$ cat src/rtl/command_sequencer.sv
// Issues a stored program of 12-bit ALU commands one at a time, captures each result
// and flag set, counts failed CAS commands and flags a controller timeout.
module command_sequencer #(
    parameter int PROG_DEPTH = 16,
    parameter int ADDR_W     = 4,
    parameter int TIMEOUT    = 15
) (
    input  logic              clk,
    input  logic              rst,
    input  logic              start,
    input  logic [ADDR_W:0]   prog_len,
    input  logic              prog_we,
    input  logic [ADDR_W-1:0] prog_waddr,
    input  logic [11:0]       prog_wdata,
    input  logic              cmd_done,
    input  logic [31:0]       y,
    input  logic              O,
    input  logic              C,
    input  logic              Z,
    input  logic              N,
    output logic [11:0]       command,
    output logic              syscall,
    output logic              busy,
    output logic              done,
    output logic              error,
    output logic [31:0]       result,
    output logic [3:0]        flags,
    output logic [ADDR_W-1:0] pc,
    output logic [7:0]        cas_fail_count
);

    localparam int CNT_W = $clog2(TIMEOUT + 1);
    localparam logic [CNT_W-1:0] CNT_LAST = CNT_W'(TIMEOUT - 1);

    typedef enum logic [1:0] {
        IDLE   = 2'd0,
        ISSUE  = 2'd1,
        WAIT   = 2'd2,
        FINISH = 2'd3
    } state_t;

    state_t            state;
    state_t            state_next;
    logic [11:0]       mem [PROG_DEPTH];
    logic [ADDR_W:0]   len_q;
    logic [CNT_W-1:0]  tmo_cnt;
    logic [ADDR_W-1:0] pc_inc;
    logic [11:0]       launch_cmd;
    logic              last_cmd;
    logic              launch;
    logic              advance;
    logic              complete;
    logic              timeout_hit;

    assign pc_inc   = pc + ADDR_W'(1);
    assign last_cmd = ({1'b0, pc} + (ADDR_W+1)'(1)) == len_q;
    // A write to entry 0 in the start cycle must be seen by the first issue.
    assign launch_cmd = (prog_we && prog_waddr == '0) ? prog_wdata : mem[0];

    always_ff @(posedge clk) begin
        if (state == IDLE && prog_we)
            mem[prog_waddr] <= prog_wdata;
    end

    always_ff @(posedge clk or posedge rst) begin
        if (rst)
            state <= IDLE;
        else
            state <= state_next;
    end

    always_comb begin
        state_next  = state;
        launch      = 1'b0;
        advance     = 1'b0;
        complete    = 1'b0;
        timeout_hit = 1'b0;
        case (state)
            IDLE: begin
                if (start) begin
                    if (prog_len == '0) begin
                        state_next = FINISH;
                    end else begin
                        state_next = ISSUE;
                        launch     = 1'b1;
                    end
                end
            end
            ISSUE: state_next = WAIT;
            WAIT: begin
                if (cmd_done) begin
                    complete = 1'b1;
                    if (last_cmd) begin
                        state_next = FINISH;
                    end else begin
                        state_next = ISSUE;
                        advance    = 1'b1;
                    end
                end else if (tmo_cnt == CNT_LAST) begin
                    timeout_hit = 1'b1;
                    state_next  = FINISH;
                end
            end
            FINISH: state_next = IDLE;
            default: state_next = IDLE;
        endcase
    end

    always_ff @(posedge clk or posedge rst) begin
        if (rst) begin
            command        <= '0;
            syscall        <= 1'b0;
            busy           <= 1'b0;
            done           <= 1'b0;
            error          <= 1'b0;
            result         <= '0;
            flags          <= '0;
            pc             <= '0;
            cas_fail_count <= '0;
            len_q          <= '0;
            tmo_cnt        <= '0;
        end else begin
            syscall <= (state_next == ISSUE);
            busy    <= (state_next == ISSUE) || (state_next == WAIT);
            done    <= (state_next == FINISH);

            if (launch) begin
                pc             <= '0;
                error          <= 1'b0;
                cas_fail_count <= '0;
                len_q          <= prog_len;
                command        <= launch_cmd;
            end

            if (advance) begin
                pc      <= pc_inc;
                command <= mem[pc_inc];
            end

            if (state == ISSUE)
                tmo_cnt <= '0;
            else if (state == WAIT && !cmd_done)
                tmo_cnt <= tmo_cnt + CNT_W'(1);

            if (complete) begin
                result <= y;
                flags  <= {O, C, Z, N};
                if (command[11:9] == 3'b111 && !Z && cas_fail_count != '1)
                    cas_fail_count <= cas_fail_count + 8'd1;
            end

            if (timeout_hit)
                error <= 1'b1;
        end
    end

endmodule
$ cat config.mk
export PLATFORM = sky130hd
export DESIGN_NAME = command_sequencer
export DESIGN_NICKNAME = d
export VERILOG_FILES = /design/src/rtl/command_sequencer.sv
export SDC_FILE = /design/constraint.sdc
export NUM_CORES = 1
export LEC_CHECK = 0
export BUFFER_PORTS_ARGS = -buffer_cell sky130_fd_sc_hd__buf_2
export CAP_MARGIN = 10
export CORE_UTILIZATION = 45
export DETAILED_ROUTE_END_ITERATION = 8
export HOLD_SLACK_MARGIN = 0.15
export SETUP_SLACK_MARGIN = 0.5
export SLEW_MARGIN = 40
export SYNTH_ARGS = -nofsm -noshare
export SYNTH_HDL_FRONTEND = slang
export SYNTH_SLANG_ARGS = --single-unit
$ cat constraint.sdc
create_clock -name clk -period 6.46 [get_ports clk]
set_input_delay 1.292 -clock clk [delete_from_list [all_inputs] [get_ports clk]]
set_output_delay 1.292 -clock clk [all_outputs]
set_load 0.02 [all_outputs]
* Word level (Yosys, flattened, before mapping)
Memories as Yosys holds them, arrays and structs flattened. Cells that the tools add are included.
Operators by class: shift operators 0, $add $sub $neg 4, bitwise logic cells 0, multiply operators 0, equal/unequal tests 10, magnitude comparators 0, div/mod/pow operators 0, multiplexer cells 31, reductions and logical operators 14
Operators by type and width (count):
- two-way mux 12 bit | 3
- two-way mux 8 bit | 3
- two-way mux 4 bit | 4
- two-way mux 1 bit | 15
- two-way mux 2 bit | 5
- adder 4 x 1 -> 4 bit (second input constant) | 2
- adder 8 x 1 -> 8 bit (second input constant) | 1
- equality test 2 bit (second input constant) | 4
- != test 8 bit (second input constant) | 1
- case mux 2 bit (4 select lines) | 1
- nonzero test 2 bit | 3
- adder 4 x 1 -> 5 bit (second input constant) | 1
- equality test 5 bit | 1
- logical AND 1 bit | 5
- zero test 5 bit | 1
- equality test 2 x 1 -> 1 bit (second input constant) | 2
- equality test 4 bit (second input constant) | 1
- zero test 4 bit | 1
- equality test 3 bit (second input constant) | 1
- zero test 1 bit | 2
- zero test 2 bit | 1
- logical OR 1 bit | 1
Word-level totals: memories kept 1, memory bits (read-only) 0, word-level logic and storage cells 72, bits in writable memories 192, bits of input ports 62, output and inout bits 64, bits in latches 0, register bits after elaboration 75
Memory list:
- mem | depth 16, bits a word 12, rd ports 2, clocked after Yosys merged registers in 0, wr ports 1, line 44 | logic [11:0] mem [PROG_DEPTH];

* Longest topological paths before layout
Gate-level depths: netlist of the first run.
depth in word-level cells 7, depth in mapped cells 8, gate-level depth less buffers 7

* Worst setup path before layout of the first run
Ideal clock, no wire load.
kind input to register, from in prog_len[2], to reg len_q[1], setup time 0.125 ns, arrival time 2.731 ns, slack 3.605 ns, buffers on the path 1, cell stages on the path 4, required time 6.335 ns, cell sequence or4_1 o211ai_1 buf_2 mux2_2
Between the ends: longest elaborated chain between the ends 4
RTL lines:
- start, declared | line 11 | input logic [ADDR_W:0] prog_len,
- zero test 5 bit | line 81 | if (prog_len == '0) begin
- two-way mux 1 bit | line 81
- two-way mux 1 bit | line 80 | if (start) begin
- two-way mux 1 bit | line 78 | case (state)
- end signal, assigned | line 131 | len_q <= prog_len;
- end, declared | line 45 | logic [ADDR_W:0] len_q;
No other way between the ends. A chain may end at the register's enable or synchronous reset.

* Final worst setup path of the first run
from reg pc[0], to out pc[0]
RTL lines:
- start, declared | line 28 | output logic [ADDR_W-1:0] pc,
- start signal, assigned | line 136 | pc <= pc_inc;
No word-level cell between the ends.

==> flow_summary.toml, run 1 <==
[outcome]
status = "complete, no violations"

[final_layout]
fill_cells = 1898
layout.nets = 812
n_antenna_cell = 0
drive_above_1_share_pct = 37.86
area_delta_synth_final_pct = 18.71
final_cell_count_no_fill = 1085

[global_routing]
antenna_found_initial = 1
grt_pass1_wl_microns = 35330
overflow = 0
grt_start_max_net_pins = 53
grtUsageTotal_pct = 19.36
first_global_vias = 6237

[synth]
synth_area_leaders = "edfxtp_1 (53%), dfrtp_1 (17%), mux4_2 (10%)"
yosysWarnings = 0
synth_area_sq_um = 10820
synthArstFlopShare_pct = 28.09
syn_nets = 661
synth_cell_type_count = 43
synth_commonest_cells = "edfxtp_1 (192), dfrtp_1 (75), mux2i_1 (55)"
synth.avg_cell_area_sq_um = 18.24
synthCells = 593
synth-edff-count = 192
ys.flop_type = "edfxtp_1"
ys_ff_latch = 267
synth_most_common_cell = "edfxtp_1"
seq_area_frac_synth_pct = 70.65
synth_top_area_cell = "edfxtp_1"
synth_top_area_share_pct = 53.30

[die]
coreArea_sq_um = 23540
num_io_pins = 126
initial_utilization_pct = 45.95
placementRows = 56
die_area_sq_um = 24660
die-height_microns = 157.0
fp.dieW_microns = 157.0

[pwr]
power.density_nw_per_um2 = 410.9
leakagePower_nw = 4.979
ir_drop_mv = 0.2159

[setup_path]
r2r_start = "pc[1]"
regToRegEndpoint = "command[3]"
setup.worst_path.class = "reg2out"
critPathLaunchType = "flop"
setup.worst_path.start = "pc[0]"
arrival_ns = 1.74
end_kind = "output pin"
crit_end = "pc[0]"
reg2reg_slack_ns = 3.62
cp.required_ns = 5.17
r2r_cells = 6
cp_max_fo = 52

[sta]
worst_pin_slew_ns = 0.7481
fin_crit_ns = 3.032
fin_worst_skew_ns = 0.01248
setup_viol = 0
finalCritPeriodShare_pct = 46.94
fmax_mhz = 329.8
hold_violations = 0
rsz0062_at_grt = "false"
setup_tns_ns = 0
maxSlewViolCount = 0
slew_headroom_pct = 50.13

[clocking]
cts_tree = "built"
cts_post_setup_buffers_inserted = 0
clockBufferDepth = 3
clock-root-buffer = "clkbuf_16"
insertion_delay_ns = 0.54
cts_resized = 0
clk_pin_slew_ns = 0.06
clock_sinks = 267
cts_hold_buf = 0
htreeDepth = 1
cts_buffers = 28

[detailed_routing]
ant_nets = 0
vias_per_cell = 5.525
avgRoutedWirePerCell_microns = 21.42
post-route-drc-count = 0
dr_total_vias = 5995
dr.pass1.iters = 4
routed_wl_microns = 23250
drt_iter0_drc = 383

[place]
post-dp-hpwl_microns = 14950
place_congestion = 0.8154
io_buffers = 125
place_inst = 1033

[hold_path]
hold_class = "reg2reg"

[flow_run]
drv_cap = 0
==> routing by layer <==
metal	wire, microns	up-vias	part of all wire [%]	global-route usage, %
li1	-	2654	-	-
met2	11300	207	49	33.08
met5	11	-	0.047	0
met3	1433	43	6.2	3.524
met4	599	2	2.6	5.871
met1	9907	3089	43	25.26
==> worst min-delay path by stage <==
| stage | start | endpoint | slack (ns) | cells past startpoint |
|---|---|---|---|---|
| global route | result[16] | result[16] | 0.51 | 1 |
| global placement | error | error | 0.48 | 1 |
| detailed placement | error | error | 0.48 | 1 |
| CTS | error | error | 0.50 | 1 |
| finish | error | error | 0.49 | 1 |
| floorplan | len_q[0] | len_q[0] | 0.48 | 1 |
==> cell type report <==
type                       count  area (sq um)  area share (%)
inverter                       3         11.26         0.08769
clock buffer                  41         789.5           6.148
sequential                   267          7644           59.52
tap                          319         399.1           3.108
multi-input combinational    294          3067           23.88
timing repair buffer         150         817.0           6.362
clock inverter                11         115.1          0.8963
==> state kept, by name, indices dropped and copies added, names as in the netlist <==
register	count
mem	192
syscall	1
command	12
len_q	5
tmo_cnt	4
error	1
busy	1
pc	4
cas_fail_count	8
done	1
state	2
result	32
flags	4
==> cell usage in the layout (no fill, tap or decap), types with 3 or more instances in the layout <==
cell type	n
mux2i_1	55
buf_4	24
edfxtp_1	192
buf_2	125
nand4_1	4
a21o_1	13
clkbuf_16	28
nor2_1	28
o22ai_1	12
dfrtp_1	74
nand2b_1	3
o21ai_0	6
o211ai_1	8
ha_1	5
mux2_2	40
a21oi_1	3
o31ai_1	5
nand3_1	6
clkinv_2	7
nand2_1	28
mux4_2	48
clkbuf_1	9
clkbuf_8	4
==> cells by family after synthesis <==
group,count (synthesis),synth area share [%]
compound gates,55,3.574
xor+xnor,7,0.8328
fa+ha+maj,6,0.6939
buf+inv,32,1.272
flops,267,70.65
mux,143,19.25
simple gates,83,3.736
==> where the power goes <==
part | internal (W) | switching [W]
clock | 0.000926 | 0.000624
sequential | 0.00206 | 0.000151
combinational | 0.000685 | 0.000830
total | 0.00367 | 0.00160
==> metrics by stage <==
| step | utilization [%] | area [sq um] | power, W | hold WS (ns) | setup WS [ns] |
|---|---|---|---|---|---|
| after floorplan | - | 10820 | 0.003299 | 0.4849 | 3.258 |
| after global placement | 50.57 | 11910 | 0.003744 | 0.4811 | 3.038 |
| after detailed placement | 50.71 | 11940 | 0.003788 | 0.4833 | 3.283 |
| after CTS | 54.55 | 12840 | 0.005351 | 0.4965 | 3.320 |
| after global routing | 54.55 | 12840 | 0.005540 | 0.5116 | 3.266 |
| final | 54.55 | 12840 | 0.005277 | 0.4876 | 3.428 |
==> worst max-delay path, cell delays in order (launching register included) <==
cell and delay [ns]:
dfrtp_2 0.38, buf_6 0.54, buf_2 0.29
Power figures use the tool's default switching activity.
==> run 2: changes to the inputs <==
==> constraint.sdc (replaced) <==
create_clock -name clk -period 3.1 [get_ports clk]
set_input_delay 0.62 -clock clk [delete_from_list [all_inputs] [get_ports clk]]
set_output_delay 0.62 -clock clk [all_outputs]
set_load 0.02 [all_outputs]
==> run 2 against run 1 <==
Against the previous run: first-iteration DRC count decreased by 9.4%; die area unchanged; highest routed layer unchanged; clock power increased by 120%; global-route usage decreased by 0.42 points; sequential cell count unchanged; via count decreased by 0.60%.
==> flow_summary.toml, run 2 (synthesis gave the netlist of run 1 again) <==
[final_layout]
layout_commonest_cell = "edfxtp_1"
regMostFlops = "mem"
top_regs = "mem (192), result (32), command (12)"
fill_cells = 1880
layout.nets = 814
largest_reg_flops = 192
n_antenna_cell = 0
drive_above_1_share_pct = 37.97
area_delta_synth_final_pct = 19.60
final_area_sq_um = 12940
ff_latch_area_sq_um = 7644
multi_input_comb_area_sq_um = 3053
final_cell_mix = "edfxtp_1 (192), buf_2 (125), dfrtp_1 (74)"
final_cell_count_no_fill = 1088

[die]
coreArea_sq_um = 23540
die-height_microns = 157.0
num_io_pins = 126
initial_utilization_pct = 45.95
placementRows = 56
die_area_sq_um = 24660
fp.dieW_microns = 157.0

[setup_path]
slowest_stage = "dfrtp_2"
critPathTopFamily = "multiplexers"
cp.required_ns = 3.53
crit_chain = "ha_2 > buf_12 > mux4_2 > mux2i_1 > mux2i_1 > a21o_1"
cp_max_fo = 49
critPathMaxStageDelay_ns = 0.47
end_kind = "flop"
setup.worst_path.class = "reg2reg"
cpMostUsedCell = "mux2i_1"
arrival_ns = 2.74
critPathLaunchType = "flop"
cp_num_buf_inv = 1

[hold_path]
hold_class = "in2async"

[pwr]
combinationalPowerShare_pct = 28.4
finalPower_w = 0.01117
power.density_nw_per_um2 = 863.7
switchingPower_w = 0.003375
leakagePower_nw = 5.025
intPower_w = 0.007800
swShare_pct = 30.20
seqPwrFrac_pct = 41.3
ir_drop_mv = 0.4885
clockPowerShare_pct = 30.3

[place]
post-dp-hpwl_microns = 14680
place_congestion = 0.7831
placed_cell_area_sq_um = 11990
place_inst = 1034
post-place-ws_ns = 0.6477
io_buffers = 125

[clocking]
cts_tree = "built"
clock-root-buffer = "clkbuf_16"
cts_hold_buf = 0
cts_buffers = 29
clk_pin_slew_ns = 0.06
insertion_delay_ns = 0.54
cts_post_setup_buffers_inserted = 0
clock_sinks = 267
htreeDepth = 1
cts_resized = 0
clockBufferDepth = 3

[detailed_routing]
dr.pass1.iters = 5
routed_wl_microns = 23310
avgRoutedWirePerCell_microns = 21.42
ant_nets = 0
vias_per_cell = 5.477
post-route-drc-count = 0
drt_iter0_drc = 347
dr_total_vias = 5959

[global_routing]
grt_start_max_net_pins = 76
antenna_found_initial = 1
grtUsageTotal_pct = 18.94
overflow = 0
grt_pass1_wl_microns = 34640
first_global_vias = 6008

[sta]
fin_ws_ns = 0.7908
fmax_mhz = 433.0
slew_headroom_pct = 60.44
setup_viol = 0
maxSlewViolCount = 0
worst_pin_slew_ns = 0.5884
fin_worst_skew_ns = 0.01059
finalCritPeriodShare_pct = 74.49
fin_crit_ns = 2.309
hold_violations = 0
rsz0062_at_grt = "false"
setup_tns_ns = 0

[outcome]
status = "complete, no violations"

[flow_run]
drv_cap = 0
-- run 2: cell count changes in the layout (fill, tap and decap cells not counted), sizes merged --
cell	change
clkbuf	-1
clkinv	-1
inv	+2
clkinvlp	+1
buf	+1
bufinv	+1
-- run 2: per-layer routing --
layer / track usage, % / part of all wire, % / routed length (microns) / vias up
li1: - / - / - / 2672
met1: 25.10 / 43 / 10050 / 3045
met2: 31.70 / 48 / 11170 / 198
met3: 3.689 / 6.6 / 1535 / 42
met4: 5.733 / 2.3 / 539 / 2
met5: 0 / 0.056 / 13 / -
-- run 2: final cells by class --
type	instances	share of cell area, %
flip-flops and latches	267	59.08
multi-input cells	294	23.60
repair buffers	151	6.827
clock buffers	40	6.160
well taps	319	3.085
clock inverters	14	1.170
inverters	3	0.08703
-- run 2: power by group through the flow --
stage                     Sequential (W)  Clock (W)  Combinational [W]
final                            0.00461    0.00339            0.00318
after detailed placement         0.00469          0            0.00322
after CTS                        0.00462    0.00347            0.00323
after floorplan                  0.00501          0            0.00186
after global placement           0.00466          0            0.00317
after global routing             0.00467    0.00360            0.00343
-- run 2: final timing paths --
check,startpoint,end,slack [ns],depth (start not counted)
setup / recovery,pc[0],command[6],0.79,6
max in group asynchronous,rst,pc[0],2.61,3
setup reg to reg,pc[0],command[6],0.79,6
hold reg to reg,error,error,0.49,1
min in group clk,y[21],result[21],0.32,2
hold / removal,rst,result[9],0.18,3
-- run 2: worst reg2reg max path, delay by kind of cell (launching register included) --
family	cells	cell delay, ns
multiplexers	3	0.82
flip-flops	1	0.47
adder cells (fa/ha/maj)	1	0.39
buffers and inverters	1	0.33
AO/OA/AOI/OAI	1	0.19
-- run 2: through the flow --
| stage | hold WS, ns | utilization (%) |
|---|---|---|
| CTS | 0.1731 | 54.96 |
| finish | 0.1761 | 54.96 |
| global route | 0.1887 | 54.96 |
| global placement | 0.4830 | 50.93 |
| detailed placement | 0.4863 | 50.93 |
| floorplan | 0.4849 | - |
